$ cat config.mk
export PLATFORM = sky130hd
export DESIGN_NAME = warrior_loader
export DESIGN_NICKNAME = d
export VERILOG_FILES = /design/src/rtl/warrior_loader_pkg.sv /design/src/rtl/warrior_loader_core_addr_counter.sv /design/src/rtl/warrior_loader.sv
export SDC_FILE = /design/constraint.sdc
export NUM_CORES = 1
export LEC_CHECK = 0
export BUFFER_PORTS_ARGS = -buffer_cell sky130_fd_sc_hd__buf_2
export CAP_MARGIN = 25
export CORE_ASPECT_RATIO = 0.7
export CORE_MARGIN = 5
export CORE_UTILIZATION = 55
export CTS_BUF_LIST = sky130_fd_sc_hd__clkbuf_16
export CTS_CLUSTER_SIZE = 16
export DETAILED_ROUTE_END_ITERATION = 7
export PLACE_DENSITY_LB_ADDON = 0.12
export SLEW_MARGIN = 20
export SYNTH_ARGS = -nofsm -noshare
export SYNTH_HDL_FRONTEND = slang
export SYNTH_SLANG_ARGS = --single-unit
export TNS_END_PERCENT = 10
$ cat constraint.sdc
create_clock -name i_clk -period 3.6 [get_ports i_clk]
set_input_delay 0.36 -clock i_clk [delete_from_list [all_inputs] [get_ports i_clk]]
set_output_delay 0.36 -clock i_clk [all_outputs]
set_load 0.03 [all_outputs]
$ cat src/rtl/warrior_loader_pkg.sv
// Shared constants for the warrior loader: write-enable patterns, defaults, length check.
package warrior_loader_pkg;

    localparam int DEF_CORESIZE   = 8000;
    localparam int DEF_MAX_LENGTH = 100;

    localparam logic [5:0] WE_ALL  = 6'h3F;
    localparam logic [5:0] WE_NONE = 6'h00;

    function automatic logic len_in_range(input int len, input int max_len);
        return (len >= 1) && (len <= max_len);
    endfunction

endpackage

$ cat src/rtl/warrior_loader_core_addr_counter.sv
// Modulo-CORESIZE address counter with synchronous load and increment enable.
module core_addr_counter
    import warrior_loader_pkg::*;
#(
    parameter int CORESIZE   = DEF_CORESIZE,
    parameter int ADDR_WIDTH = $clog2(CORESIZE)
) (
    input  logic                  i_clk,
    input  logic                  i_rst,
    input  logic                  i_load,
    input  logic [ADDR_WIDTH-1:0] i_load_val,
    input  logic                  i_inc,
    output logic [ADDR_WIDTH-1:0] o_cnt
);

    localparam logic [ADDR_WIDTH-1:0] LAST = ADDR_WIDTH'(CORESIZE - 1);

    logic [ADDR_WIDTH-1:0] cnt_q, cnt_d;

    // Compare-and-wrap so a non power-of-two core never sees an out-of-range address.
    always_comb begin
        cnt_d = cnt_q;
        if (i_load)
            cnt_d = i_load_val;
        else if (i_inc)
            cnt_d = (cnt_q == LAST) ? '0 : cnt_q + ADDR_WIDTH'(1);
    end

    always_ff @(posedge i_clk) begin
        if (i_rst) cnt_q <= '0;
        else       cnt_q <= cnt_d;
    end

    assign o_cnt = cnt_q;

endmodule

$ cat src/rtl/warrior_loader.sv
// Core write master: optional full-core clear, then streams one warrior from base upward.
module warrior_loader
    import warrior_loader_pkg::*;
#(
    parameter int CORESIZE    = DEF_CORESIZE,
    parameter int MAX_LENGTH  = DEF_MAX_LENGTH,
    parameter int ADDR_WIDTH  = $clog2(CORESIZE),
    parameter int INSTR_WIDTH = 14 + 2 * ADDR_WIDTH,
    parameter int LEN_WIDTH   = $clog2(MAX_LENGTH + 1)
) (
    input  logic                   i_clk,
    input  logic                   i_rst,
    input  logic                   i_start,
    input  logic                   i_clear_en,
    input  logic [ADDR_WIDTH-1:0]  i_base,
    input  logic [LEN_WIDTH-1:0]   i_len,
    input  logic [INSTR_WIDTH-1:0] i_instr,
    input  logic                   i_instr_valid,
    output logic                   o_instr_ready,
    output logic [ADDR_WIDTH-1:0]  o_pc,
    output logic [ADDR_WIDTH-1:0]  o_woffs,
    output logic [INSTR_WIDTH-1:0] o_din,
    output logic [5:0]             o_we,
    output logic                   o_busy,
    output logic                   o_done,
    output logic                   o_err
);

    localparam logic [1:0] ST_IDLE  = 2'd0;
    localparam logic [1:0] ST_CLEAR = 2'd1;
    localparam logic [1:0] ST_LOAD  = 2'd2;
    localparam logic [1:0] ST_DRAIN = 2'd3;

    // DAT.F $0,$0 packs to all zeros.
    localparam logic [INSTR_WIDTH-1:0] CLEAR_INSTR = '0;
    localparam logic [ADDR_WIDTH-1:0]  LAST_ADDR   = ADDR_WIDTH'(CORESIZE - 1);

    logic [1:0]             state_q, state_d;
    logic [LEN_WIDTH-1:0]   rem_q, rem_d;
    logic [ADDR_WIDTH-1:0]  pc_q, pc_d;
    logic [INSTR_WIDTH-1:0] din_q, din_d;
    logic [5:0]             we_q, we_d;
    logic                   done_q, done_d;
    logic                   err_q, err_d;

    logic                  start_ok;
    logic                  accept;
    logic [ADDR_WIDTH-1:0] clr_cnt, ld_addr;

    assign start_ok = (state_q == ST_IDLE) && i_start && len_in_range(int'(i_len), MAX_LENGTH);
    assign accept   = (state_q == ST_LOAD) && i_instr_valid;

    core_addr_counter #(.CORESIZE(CORESIZE), .ADDR_WIDTH(ADDR_WIDTH)) u_clr_cnt (
        .i_clk      (i_clk),
        .i_rst      (i_rst),
        .i_load     (start_ok),
        .i_load_val ('0),
        .i_inc      (state_q == ST_CLEAR),
        .o_cnt      (clr_cnt)
    );

    core_addr_counter #(.CORESIZE(CORESIZE), .ADDR_WIDTH(ADDR_WIDTH)) u_ld_addr (
        .i_clk      (i_clk),
        .i_rst      (i_rst),
        .i_load     (start_ok),
        .i_load_val (i_base),
        .i_inc      (accept),
        .o_cnt      (ld_addr)
    );

    always_comb begin
        state_d = state_q;
        rem_d   = rem_q;
        pc_d    = pc_q;
        din_d   = din_q;
        we_d    = WE_NONE;
        done_d  = 1'b0;
        err_d   = 1'b0;
        case (state_q)
            ST_IDLE: begin
                if (start_ok) begin
                    rem_d   = i_len;
                    state_d = i_clear_en ? ST_CLEAR : ST_LOAD;
                end else if (i_start) begin
                    err_d = 1'b1;
                end
            end
            ST_CLEAR: begin
                we_d  = WE_ALL;
                pc_d  = clr_cnt;
                din_d = CLEAR_INSTR;
                if (clr_cnt == LAST_ADDR)
                    state_d = ST_LOAD;
            end
            ST_LOAD: begin
                if (accept) begin
                    we_d  = WE_ALL;
                    pc_d  = ld_addr;
                    din_d = i_instr;
                    rem_d = rem_q - LEN_WIDTH'(1);
                    if (rem_q == LEN_WIDTH'(1))
                        state_d = ST_DRAIN;
                end
            end
            default: begin
                // Last write is on the bus this cycle; the core commits it at this edge.
                state_d = ST_IDLE;
                done_d  = 1'b1;
            end
        endcase
    end

    always_ff @(posedge i_clk) begin
        if (i_rst) begin
            state_q <= ST_IDLE;
            rem_q   <= '0;
            pc_q    <= '0;
            din_q   <= '0;
            we_q    <= WE_NONE;
            done_q  <= 1'b0;
            err_q   <= 1'b0;
        end else begin
            state_q <= state_d;
            rem_q   <= rem_d;
            pc_q    <= pc_d;
            din_q   <= din_d;
            we_q    <= we_d;
            done_q  <= done_d;
            err_q   <= err_d;
        end
    end

    assign o_pc          = pc_q;
    assign o_woffs       = '0;
    assign o_din         = din_q;
    assign o_we          = we_q;
    assign o_busy        = (state_q != ST_IDLE);
    assign o_instr_ready = (state_q == ST_LOAD);
    assign o_done        = done_q;
    assign o_err         = err_q;

endmodule
# After elaboration in Yosys (flattened, before gate mapping)
# Index checks and enable logic that the tools add are counted.
# classes
addsub	3
order_cmp	2
n_eq_ne	9
mux	21
n_bitwise	1
n_reduce_logical	15
# op_table
operator	n
$pmux W40 S2	1
$mux W13	5
$mux W40	1
$add A13 B1 Y13 const B	2
$eq A13 B13 Y1 const B	2
$pmux W13 S2	1
$mux W7	2
$pmux W7 S2	1
$pmux W6 S2	1
$mux W2	5
$reduce_bool A2 Y1	4
$eq A7 B1 Y1 const B	1
$ge A7 B1 Y1 const B	1
$le A7 B7 Y1 const B	1
$sub A7 B1 Y7 const B	1
$mux W6	1
$pmux W2 S3	1
$reduce_or A3 Y1	2
$logic_and A1 B1 Y1	4
$ne A2 B1 Y1 const B	2
$ne A2 B2 Y1 const B	2
$reduce_and A4 Y1	1
$reduce_and A3 Y1	1
$eq A2 B1 Y1 const B	1
6 further kinds	7
# totals
register_bits	96
inputBits	65

# Depth between registers and ports, before layout
# Gate-level depths: netlist of the first run.
# depth
ltp_word	5
mapped_depth	9
depth_no_buf	7

# Hierarchy
# A second synthesis of the first run with hierarchy kept.
# unflattened
cells_unflattened	507
hier_area_um2	4459.3
# modules_own_cells
mod	n_inst	cells_per_inst	area_each_um2	seq_area_each_um2
warrior_loader	1	311	2862.7	1301.2
core_addr_counter	2	98	798.3	260.2

# Worst setup path before layout of the first run
# Ideal clock, no wire load.
# synth_timing
path_type	reg2reg
start	register state_q[0]
end	register din_q[0] (netlist: o_din[0])
setup_time_ns	0.065
arrival_ns	1.959
t_required_ns	3.535
slack_ns	1.576
path_stages_with_launch	10
cell_sequence	dfxtp_1 > inv_1 > ha_1 > buf_6 > and2_1 > clkbuf_1 > a21oi_1 > clkbuf_1 > a22oi_1 > nor2_1
# synth_between
elab_chain_cells	4
# synth_lines
element	line_no	text
start, declared	warrior_loader.sv:38	logic [1:0] state_q, state_d;
start signal, assigned	warrior_loader.sv:123	state_q <= state_d;
$eq A2 B2 Y1 (*)	--	
named net o_instr_ready	warrior_loader.sv:19	output logic o_instr_ready,
$logic_and A1 B1 Y1	warrior_loader.sv:51	assign accept = (state_q == ST_LOAD) && i_instr_valid;
$ne A2 B1 Y1 (no line)	--	
$reduce_and A2 Y1 (no line)	--	
end signal, assigned	warrior_loader.sv:126	din_q <= din_d;
end, declared	warrior_loader.sv:41	logic [INSTR_WIDTH-1:0] din_q, din_d;
# The timed path passes the listed nets; every way through them passes the cells marked *.
# A chain may end at the register's enable or synchronous reset.

# Final worst setup path of the first run
# layout_timing
start	register state_q[0]
end	register u_ld_addr.cnt_q[8] (netlist: u_ld_addr.o_cnt[8])
# layout_between
elab_chain_cells	4
# layout_lines
element	line_no	text
$logic_not A2 Y1	warrior_loader.sv:50	assign start_ok = (state_q == ST_IDLE) && i_start && len_in_range(int'(i_len), MAX_LENGTH);
$logic_and A1 B1 Y1 (2 in a row)	warrior_loader.sv:50	
$mux W13 / $reduce_bool A2 Y1 (equally long branches)	--	
end signal, assigned	warrior_loader_core_addr_counter.sv:31	else cnt_q <= cnt_d;
end, declared	warrior_loader_core_addr_counter.sv:18	logic [ADDR_WIDTH-1:0] cnt_q, cnt_d;
# Parallel ways exist; a longest one is shown, timed or not.

==> results.sh, run 1 <==
export IMPL_portBuffers=127
export IMPL_pwr_share_comb_pct=40.6
export IMPL_routedWlPerCell_um=16.09
export IMPL_post_place_ws_ns=1.248
export IMPL_root_buffer="clkbuf_16"
export IMPL_cts_buffers=9
export IMPL_sw_frac_of_total_pct=40.40
export IMPL_vias=4019
export IMPL_fmax_mhz=411.4
export IMPL_synth_most_common_cell="dfxtp_1"
export IMPL_grt_usage_pct=22.44
export IMPL_cts_tree="built"
export IMPL_synth_common_cells="dfxtp_1 (91), nor2_1 (83), a22oi_1 (43)"
export IMPL_rsz0062_at_grt="no"
export IMPL_critPathCapture="u_ld_addr.o_cnt[8]$_SDFFE_PP0P_"
export IMPL_vias_per_cell=5.774
export IMPL_slew_headroom_pct=35.27
export IMPL_numPlacedInstances=680
export IMPL_yosysWarningCount=0
export IMPL_synth_top_area_share_pct=42.54
export IMPL_critPathLaunchType="register"
export IMPL_grt_max_degree=76
export IMPL_p_seq_share_pct=34.2
export IMPL_postCtsHoldBufs=0
export IMPL_cts_resized=0
export IMPL_switchingPower_w=0.001589
export IMPL_cts_path_max_buffers=2
export IMPL_clk_insertion_delay_late_ns=0.33
export IMPL_die_h_um=83.83
export IMPL_finalWorstSetupSlack_ns=1.169
export IMPL_drt_pass1_iterations=5
export IMPL_rows=26
export IMPL_synth_distinct_cells=61
export IMPL_dp_hpwl_um=7886
export IMPL_gp_congestion=0.9153
export IMPL_setup_viol_count_final=0
export IMPL_vdd_ir_drop_max_mv=0.5145
export IMPL_grt_pass1_vias=3695
export IMPL_grt_pass1_wl_um=18040
export IMPL_hp_class="in2reg"
export IMPL_crit_start="state_q[0]$_SDFFE_PP0P_"
export IMPL_ant_nets=0
export IMPL_layout_drive_gt1_share_pct=26.59
export IMPL_status="finished, final reports clean"
export IMPL_required_ns=3.85
export IMPL_start_util_pct=57.49
export IMPL_netlist_top_cell_by_area="dfxtp_1"
export IMPL_drtIter0Drc=354
export IMPL_finalCritPeriodShare_pct=67.52
export IMPL_synth_area_leaders="dfxtp_1 (43%), a22oi_1 (7.5%), nor2_1 (7.3%), mux2i_1 (3.5%), a211oi_1 (3.3%)"
export IMPL_diodes=0
export IMPL_p_leak_nw=2.171
export IMPL_syn_avg_cell_area_um2=8.812
export IMPL_num_nets_final=666
export IMPL_tightestPinTransition_ns=0.9645
export IMPL_fin_crit_ns=2.431
export IMPL_fp_dieArea_um2=9680
export IMPL_final_setup_tns_ns=0
export IMPL_cts_max_level=3
export IMPL_cp_arrival_ns=2.68
export IMPL_r2r_slack_ns=1.17
export IMPL_syn_area_um2=4283
export IMPL_async_flop_share_pct=0
export IMPL_worstPathMaxFanout=16
export IMPL_drc_errors=0
export IMPL_fill_cells=631
export IMPL_holdPathStages=3
export IMPL_numClockSinks=91
export IMPL_worst_setup_path_type="reg2reg"
export IMPL_core_um2=7450
export IMPL_multi_input_area_um2=2185
export IMPL_r2r_cells=6
export IMPL_clk_pin_slew_ns=0.06
export IMPL_area_delta_synth_final_pct=20.48
export IMPL_antenna_found_initial=0
export IMPL_critPathCaptureType="register"
export IMPL_rr_startpoint="state_q[0]$_SDFFE_PP0P_"
export IMPL_synth_edf_count=0
export IMPL_final_setup_skew_ns=0.003972
export IMPL_internal_power_w=0.002344
export IMPL_die_x_um=115.5
export IMPL_drv_cap=0
export IMPL_grt_overflow=0
export IMPL_synth_main_ff_cell="dfxtp_1"
export IMPL_fin_util_pct=69.26
export IMPL_regArea_um2=1822
export IMPL_final_cell_count_no_fill=696
export IMPL_clkPwrFrac_pct=25.2
export IMPL_p_per_area_nw_per_um2=762.3
export IMPL_cts_setup_buffers=0
export IMPL_ys_seq_area_share_pct=42.54
export IMPL_hold_viol_final=0
export IMPL_slew_violations=0
export IMPL_netlist_instances=486
export IMPL_worstReg2RegEnd="u_ld_addr.o_cnt[8]$_SDFFE_PP0P_"
export IMPL_io_pins=141
export IMPL_synth_ff_latch_count=91
export IMPL_wirelength_um=11200
==> kinds of logic after synthesis <==
kind of cell | after synthesis | share of synthesized area, %
adders and majority gates | 8 | 2.337
DFF | 91 | 42.54
and+or+nand+nor | 167 | 18.38
muxes | 15 | 3.506
other | 1 | 0.08756
AOI/OAI and AO/OA | 138 | 24.13
buffers and inverters | 59 | 7.595
xor gates and xnor gates | 7 | 1.432
==> worst max-delay path, stage by stage (launching register included) <==
cell and delay, ns:
dfxtp_1 0.36, inv_1 0.10, ha_1 0.52, nand2_1 0.43, nor2_1 0.52, nand4b_1 0.14, a311oi_1 0.26
==> state kept, by name, indices dropped and copies added (netlist names) <==
| signal | cells |
|---|---|
| rem_q | 7 |
| o_we | 1 |
| o_done | 1 |
| o_pc | 13 |
| u_clr_cnt.o_cnt | 13 |
| state_q | 2 |
| o_err | 1 |
| o_din | 40 |
| u_ld_addr.o_cnt | 13 |
==> cell usage in the layout (no fill, tap or decap), drive strengths merged, types with 3 or more instances in the layout <==
| master | Yosys | routed |
|---|---|---|
| o21a | 3 | 3 |
| a31o | 3 | 3 |
| clkbuf | 27 | 9 |
| nor3 | 16 | 16 |
| clkinv | 1 | 5 |
| o32ai | 4 | 4 |
| or4 | 4 | 4 |
| nand2b | 3 | 3 |
| a211oi | 19 | 19 |
| o21ai | 12 | 12 |
| dfxtp | 91 | 91 |
| a221oi | 6 | 6 |
| nand4 | 5 | 5 |
| inv | 10 | 11 |
| conb | 1 | 13 |
| nor2 | 83 | 83 |
| mux2i | 15 | 15 |
| and3 | 4 | 4 |
| nand2 | 25 | 25 |
| buf | 21 | 132 |
| a21oi | 18 | 18 |
| a31oi | 4 | 4 |
| a22oi | 43 | 43 |
| a311oi | 6 | 6 |
| xor2 | 6 | 6 |
| o211ai | 4 | 4 |
| ha | 8 | 8 |
| nor4 | 9 | 9 |
| nand3 | 7 | 7 |
==> metrics by stage <==
stage	cell area [µm²]	hold WS [ns]	power [W]
finish	5160	0.2719	0.003934
global route	5160	0.2704	0.004168
CTS	5160	0.2699	0.003944
detailed placement	4843	0.4621	0.002944
global placement	4843	0.4565	0.002920
floorplan	4328	0.4394	0.002581
==> metal layers <==
| metal | up-vias | share of wire, % | global-route usage (%) |
|---|---|---|---|
| li1 | 1975 | - | - |
| met1 | 1848 | 46 | 32.81 |
| met2 | 185 | 44 | 33.04 |
| met3 | 11 | 10 | 6.884 |
| met4 | 0 | 0.67 | 3.412 |
| met5 | - | 0 | 0 |
==> area by class of cell <==
cell class,instances,area share [%]
clock buffers,9,4.365
clock inverters,7,1.770
inverters,11,0.8002
multi-input cells,348,42.34
flip-flops and latches,91,35.31
well taps,98,2.376
repair buffers,132,13.05
==> power groups by stage <==
| stage | logic [W] | registers, W | clock network, W |
|---|---|---|---|
| floorplan | 0.00103 | 0.00155 | 0 |
| global placement | 0.00156 | 0.00136 | 0 |
| detailed placement | 0.00158 | 0.00136 | 0 |
| CTS | 0.00159 | 0.00134 | 0.00101 |
| global route | 0.00175 | 0.00137 | 0.00105 |
| finish | 0.00160 | 0.00134 | 0.000993 |
==> worst min path at each step <==
| stage | slack [ns] | startpoint | end |
|---|---|---|---|
| after floorplan | 0.44 | rem_q[6]$_SDFFE_PP0P_ | rem_q[6]$_SDFFE_PP0P_ |
| after global placement | 0.46 | rem_q[6]$_SDFFE_PP0P_ | rem_q[6]$_SDFFE_PP0P_ |
| after detailed placement | 0.46 | rem_q[6]$_SDFFE_PP0P_ | rem_q[6]$_SDFFE_PP0P_ |
| after CTS | 0.27 | i_instr[17] | o_din[17]$_SDFFE_PP0P_ |
| after global routing | 0.27 | i_instr[16] | o_din[16]$_SDFFE_PP0P_ |
| final | 0.27 | i_instr[30] | o_din[30]$_SDFFE_PP0P_ |
Power figures use the tool's default switching activity.
==> run 2, diff against run 1 <==
--- a/config.mk
+++ b/config.mk
@@ -9,7 +9,7 @@
 export CAP_MARGIN = 25
 export CORE_ASPECT_RATIO = 0.7
 export CORE_MARGIN = 5
-export CORE_UTILIZATION = 55
+export CORE_UTILIZATION = 51
 export CTS_BUF_LIST = sky130_fd_sc_hd__clkbuf_16
 export CTS_CLUSTER_SIZE = 16
 export DETAILED_ROUTE_END_ITERATION = 7
==> constraint.sdc (replaced) <==
create_clock -name i_clk -period 2.35 [get_ports i_clk]
set_input_delay 0.235 -clock i_clk [delete_from_list [all_inputs] [get_ports i_clk]]
set_output_delay 0.235 -clock i_clk [all_outputs]
set_load 0.03 [all_outputs]
==> run 2 against run 1 <==
Effect of this change: critical path depth increased by 1; clock power increased by 47%; critical path type unchanged; utilization decreased by 6.3 points; setup slack got worse by 0.91 ns; first-iteration DRC count increased by 6.5%; global-route usage decreased by 0.54 points; die area increased by 7.0%; routed wire length increased by 2.0%; combinational power increased by 58%; sequential share of layout area decreased by 0.44 points; non-clock buffer count increased by 10; clock skew decreased by 0.00068 ns.
==> results.sh, run 2 (synthesized netlist as in run 1, its figures left out) <==
export IMPL_drt_pass1_iterations=4
export IMPL_dp_hpwl_um=8192
export IMPL_rr_startpoint="state_q[0]$_SDFFE_PP0P_"
export IMPL_slew_headroom_pct=47.47
export IMPL_worstReg2RegEnd="rem_q[2]$_SDFFE_PP0P_"
export IMPL_hold_viol_final=0
export IMPL_cts_setup_buffers=0
export IMPL_most_common_layout_cells="buf_2 (127), dfxtp_1 (91), nor2_1 (83)"
export IMPL_die_x_um=119.5
export IMPL_finalCritPeriodShare_pct=88.82
export IMPL_p_per_area_nw_per_um2=1158
export IMPL_cts_path_max_buffers=2
export IMPL_final_setup_tns_ns=0
export IMPL_wirelength_um=11430
export IMPL_root_buffer="clkbuf_16"
export IMPL_start_util_pct=51.58
export IMPL_portBuffers=127
export IMPL_gp_congestion=0.8752
export IMPL_holdWs_ns=0.1512
export IMPL_p_seq_share_pct=34.1
export IMPL_rsz0062_at_grt="no"
export IMPL_routedWlPerCell_um=16.07
export IMPL_pwr_share_comb_pct=41.8
export IMPL_grt_usage_pct=21.91
export IMPL_fp_dieArea_um2=10360
export IMPL_drc_errors=0
export IMPL_final_common_cell="buf_2"
export IMPL_grt_overflow=0
export IMPL_cts_buffers=9
export IMPL_cts_tree="built"
export IMPL_cp_arrival_ns=2.27
export IMPL_drtIter0Drc=377
export IMPL_vias=4071
export IMPL_status="finished, final reports clean"
export IMPL_critPathCaptureType="register"
export IMPL_vias_per_cell=5.726
export IMPL_num_nets_final=676
export IMPL_fmax_mhz=479.1
export IMPL_sw_frac_of_total_pct=40.06
export IMPL_worstPathMaxFanout=7
export IMPL_p_leak_nw=2.217
export IMPL_area_delta_synth_final_pct=22.00
export IMPL_die_h_um=86.67
export IMPL_grt_max_degree=76
export IMPL_fin_crit_ns=2.087
export IMPL_crit_start="state_q[0]$_SDFFE_PP0P_"
export IMPL_antenna_found_initial=0
export IMPL_vdd_ir_drop_max_mv=0.5711
export IMPL_critPathLaunchType="register"
export IMPL_numPlacedInstances=697
export IMPL_slew_violations=0
export IMPL_clk_insertion_delay_late_ns=0.33
export IMPL_grt_pass1_vias=3774
export IMPL_r2r_slack_ns=0.26
export IMPL_r2r_cells=7
export IMPL_power_total_w=0.006049
export IMPL_critPathCapture="rem_q[2]$_SDFFE_PP0P_"
export IMPL_design_area_um2=5225
export IMPL_switchingPower_w=0.002423
export IMPL_required_ns=2.53
export IMPL_drv_cap=0
export IMPL_diodes=0
export IMPL_placed_cell_area_um2=4927
export IMPL_grt_pass1_wl_um=18650
export IMPL_rows=28
export IMPL_io_pins=141
export IMPL_setup_viol_count_final=0
export IMPL_final_setup_skew_ns=0.003290
export IMPL_internal_power_w=0.003625
export IMPL_worst_setup_path_type="reg2reg"
export IMPL_ant_nets=0
export IMPL_cts_max_level=3
export IMPL_postCtsHoldBufs=0
export IMPL_tightestPinTransition_ns=0.7879
export IMPL_layout_drive_gt1_share_pct=27.39
export IMPL_core_um2=8303
export IMPL_hp_class="in2reg"
export IMPL_numClockSinks=91
export IMPL_final_cell_count_no_fill=711
export IMPL_clk_pin_slew_ns=0.06
export IMPL_clkPwrFrac_pct=24.1
export IMPL_largest_reg_flops=40
export IMPL_cts_resized=0
run 2: cell types whose count changed in the layout (fill, tap and decap cells not counted), sizes merged:
cell    delta
inv        +1
buf       +10
clkinv     -3
run 2: how the worst min path moves through the flow:
stage	cells past startpoint	end	startpoint
2_1_floorplan	2	o_err$_SDFF_PP0_	i_start
4_1_cts	3	o_din[33]$_SDFFE_PP0P_	i_instr[33]
3_3_place_gp	2	rem_q[6]$_SDFFE_PP0P_	rem_q[6]$_SDFFE_PP0P_
6_report	3	o_din[33]$_SDFFE_PP0P_	i_instr[33]
5_1_grt	3	o_din[31]$_SDFFE_PP0P_	i_instr[31]
3_5_place_dp	2	rem_q[6]$_SDFFE_PP0P_	rem_q[6]$_SDFFE_PP0P_
run 2: power by group through the flow:
stage / logic [W] / registers (W) / clock network [W]
after CTS: 0.00252 / 0.00206 / 0.00149
final: 0.00253 / 0.00206 / 0.00146
after global routing: 0.00278 / 0.00210 / 0.00155
after global placement: 0.00247 / 0.00208 / 0
after floorplan: 0.00157 / 0.00238 / 0
after detailed placement: 0.00250 / 0.00209 / 0
run 2: metrics by stage:
step,util (%),setup WS (ns)
global placement,59.34,0.3969
floorplan,-,0.3257
finish,62.93,0.2628
detailed placement,59.34,0.3196
global route,62.93,0.09305
CTS,62.93,0.3079
run 2: layer usage:
metal,global-route usage [%],vias to the layer above,wire length (µm)
met2,31.56,176,4836
met5,0,-,0
met4,4.366,0,88
met3,6.915,12,1024
met1,32.24,1888,5475
li1,-,1995,-
run 2: cell type report:
cell class | count | area (µm²)
clock buffer | 9 | 225.2
sequential | 91 | 1822
inverter | 11 | 41.29
multi-input combinational | 348 | 2185
clock inverter | 5 | 72.57
tap | 105 | 131.4
fill | 725 | 3078
timing repair buffer | 142 | 748.2
run 2: worst max-delay path, stage by stage (launching register included):
cell and delay, ns:
dfxtp_1 0.43, inv_1 0.09, ha_1 0.27, nand2_1 0.10, a21o_1 0.15, a2bb2oi_2 0.33
o21bai_1 0.37, o32ai_1 0.18
==> run 3, diff against run 2 <==
==> constraint.sdc (replaced) <==
create_clock -name i_clk -period 2.3 [get_ports i_clk]
set_input_delay 0.23 -clock i_clk [delete_from_list [all_inputs] [get_ports i_clk]]
set_output_delay 0.23 -clock i_clk [all_outputs]
set_load 0.01 [all_outputs]
==> run 3 against run 2 <==
Effect of this change: clock power up 5%; combinational power down 12%; critical path depth unchanged; final cell count down 0.14%; final area down 0.22%; highest routed layer unchanged; flip-flop and latch count unchanged; via count down 0.64%; global-route usage up 0.12 points; power down 2.8%; maximum frequency up 0.40%; routed wire length up 1.2%; critical endpoint is now rem_q[6]$_SDFFE_PP0P_.
==> results.sh, run 3 (synthesized netlist as in run 1, its figures left out) <==
export IMPL_status="finished, final reports clean"
export IMPL_slew_headroom_pct=47.63
export IMPL_cts_buffers=9
export IMPL_fp_dieArea_um2=10360
export IMPL_area_delta_synth_final_pct=21.74
export IMPL_critPathLaunchType="register"
export IMPL_core_um2=8303
export IMPL_largest_reg_flops=40
export IMPL_portBuffers=127
export IMPL_die_h_um=86.67
export IMPL_routedWlPerCell_um=16.29
export IMPL_postCtsHoldBufs=0
export IMPL_drt_pass1_iterations=5
export IMPL_wirelength_um=11570
export IMPL_cpMaxStageDelayCell="dfxtp_1"
export IMPL_critPathCaptureType="register"
export IMPL_p_per_area_nw_per_um2=1128
export IMPL_cts_resized=0
export IMPL_rows=28
export IMPL_num_nets_final=673
export IMPL_hold_viol_final=0
export IMPL_final_setup_tns_ns=0
export IMPL_multi_input_area_um2=2185
export IMPL_final_common_cell="buf_2"
export IMPL_fin_util_pct=62.79
export IMPL_vdd_ir_drop_max_mv=0.4711
export IMPL_rsz0062_at_grt="no"
export IMPL_grt_max_degree=76
export IMPL_crit_chain="inv_1 > ha_1 > nand2_1 > a21o_1 > a2bb2oi_2 > o21bai_1 > o32ai_1"
export IMPL_hold_start="i_instr[18]"
export IMPL_regArea_um2=1822
export IMPL_post_place_ws_ns=0.2374
export IMPL_grt_pass1_vias=3875
export IMPL_rr_startpoint="state_q[0]$_SDFFE_PP0P_"
export IMPL_setup_viol_count_final=0
export IMPL_drv_cap=0
export IMPL_most_common_layout_cells="buf_2 (127), dfxtp_1 (91), nor2_1 (83)"
export IMPL_cts_tree="built"
export IMPL_slew_violations=0
export IMPL_finalCritPeriodShare_pct=90.39
export IMPL_drc_errors=0
export IMPL_crit_start="state_q[0]$_SDFFE_PP0P_"
export IMPL_fmax_mhz=481.0
export IMPL_cp_arrival_ns=2.27
export IMPL_grt_overflow=0
export IMPL_drtIter0Drc=414
export IMPL_tightestPinTransition_ns=0.7856
export IMPL_hp_class="in2reg"
export IMPL_worstPathMaxFanout=7
export IMPL_crit_path_max_incr_delay_ns=0.43
export IMPL_antenna_found_initial=0
export IMPL_grt_pass1_wl_um=18750
export IMPL_clk_insertion_delay_late_ns=0.34
export IMPL_vias=4045
export IMPL_cts_max_level=3
export IMPL_fin_crit_ns=2.079
export IMPL_start_util_pct=51.58
export IMPL_final_cell_count_no_fill=710
export IMPL_layout_drive_gt1_share_pct=26.94
export IMPL_diodes=0
export IMPL_worst_setup_path_type="reg2reg"
export IMPL_root_buffer="clkbuf_16"
export IMPL_cts_path_max_buffers=2
export IMPL_dp_hpwl_um=8316
export IMPL_p_leak_nw=2.206
export IMPL_cts_setup_buffers=0
export IMPL_numClockSinks=91
export IMPL_finalWorstSetupSlack_ns=0.2210
export IMPL_vias_per_cell=5.697
export IMPL_clk_pin_slew_ns=0.06
export IMPL_ant_nets=0
export IMPL_die_x_um=119.5
export IMPL_required_ns=2.49
export IMPL_final_setup_skew_ns=0.005007
export IMPL_numPlacedInstances=694
export IMPL_holdWs_ns=0.1402
export IMPL_fill_cells=746
export IMPL_gp_congestion=0.8891
export IMPL_grt_usage_pct=22.03
export IMPL_io_pins=141
[run 3: cell count changes in the layout (fill, tap and decap cells not counted), sizes merged]
cell    delta
inv        +1
clkinv     +1
buf        -3
[run 3: path summary, 6_finish.rpt]
kind	cells after the start	slack [ns]	to
max	7	0.22	rem_q[6]$_SDFFE_PP0P_
min	3	0.14	o_din[18]$_SDFFE_PP0P_
max reg2reg	7	0.22	rem_q[6]$_SDFFE_PP0P_
min reg2reg	2	0.48	rem_q[1]$_SDFFE_PP0P_
[run 3: area by class of cell]
class	count	share of cell area, %
well taps	105	2.520
clock inverters	7	1.608
repair buffers	139	13.92
flip-flops and latches	91	34.94
inverters	11	0.7919
clock buffers	9	4.320
multi-input cells	348	41.90
[run 3: stage by stage]
stage	cell area (µm²)	power, W
after floorplan	4328	0.003712
after CTS	5214	0.005915
after detailed placement	4905	0.004355
final	5214	0.005879
after global placement	4905	0.004300
after global routing	5214	0.006297
[run 3: per-layer routing]
metal	track usage (%)	up-vias	wire length (µm)
met5	0	-	0
met4	3.222	0	53
met3	7.893	9	1022
met2	33.45	170	5075
met1	30.93	1876	5414
li1	-	1990	-
[run 3: report_power, final]
group	total, W	leakage, nW	internal, W	switching [W]
clock network	0.00154	0.157	0.000941	0.000596
logic	0.00223	1.31	0.000888	0.00134
registers	0.00212	0.741	0.00187	0.000246
[run 3: worst max-delay path, delay by kind of cell, from the launching register on]
family / cells / cell delay, ns
compound gates: 4 / 1.04
fa+ha+maj: 1 / 0.26
buf+inv: 1 / 0.10
flops: 1 / 0.43
simple gates: 1 / 0.10
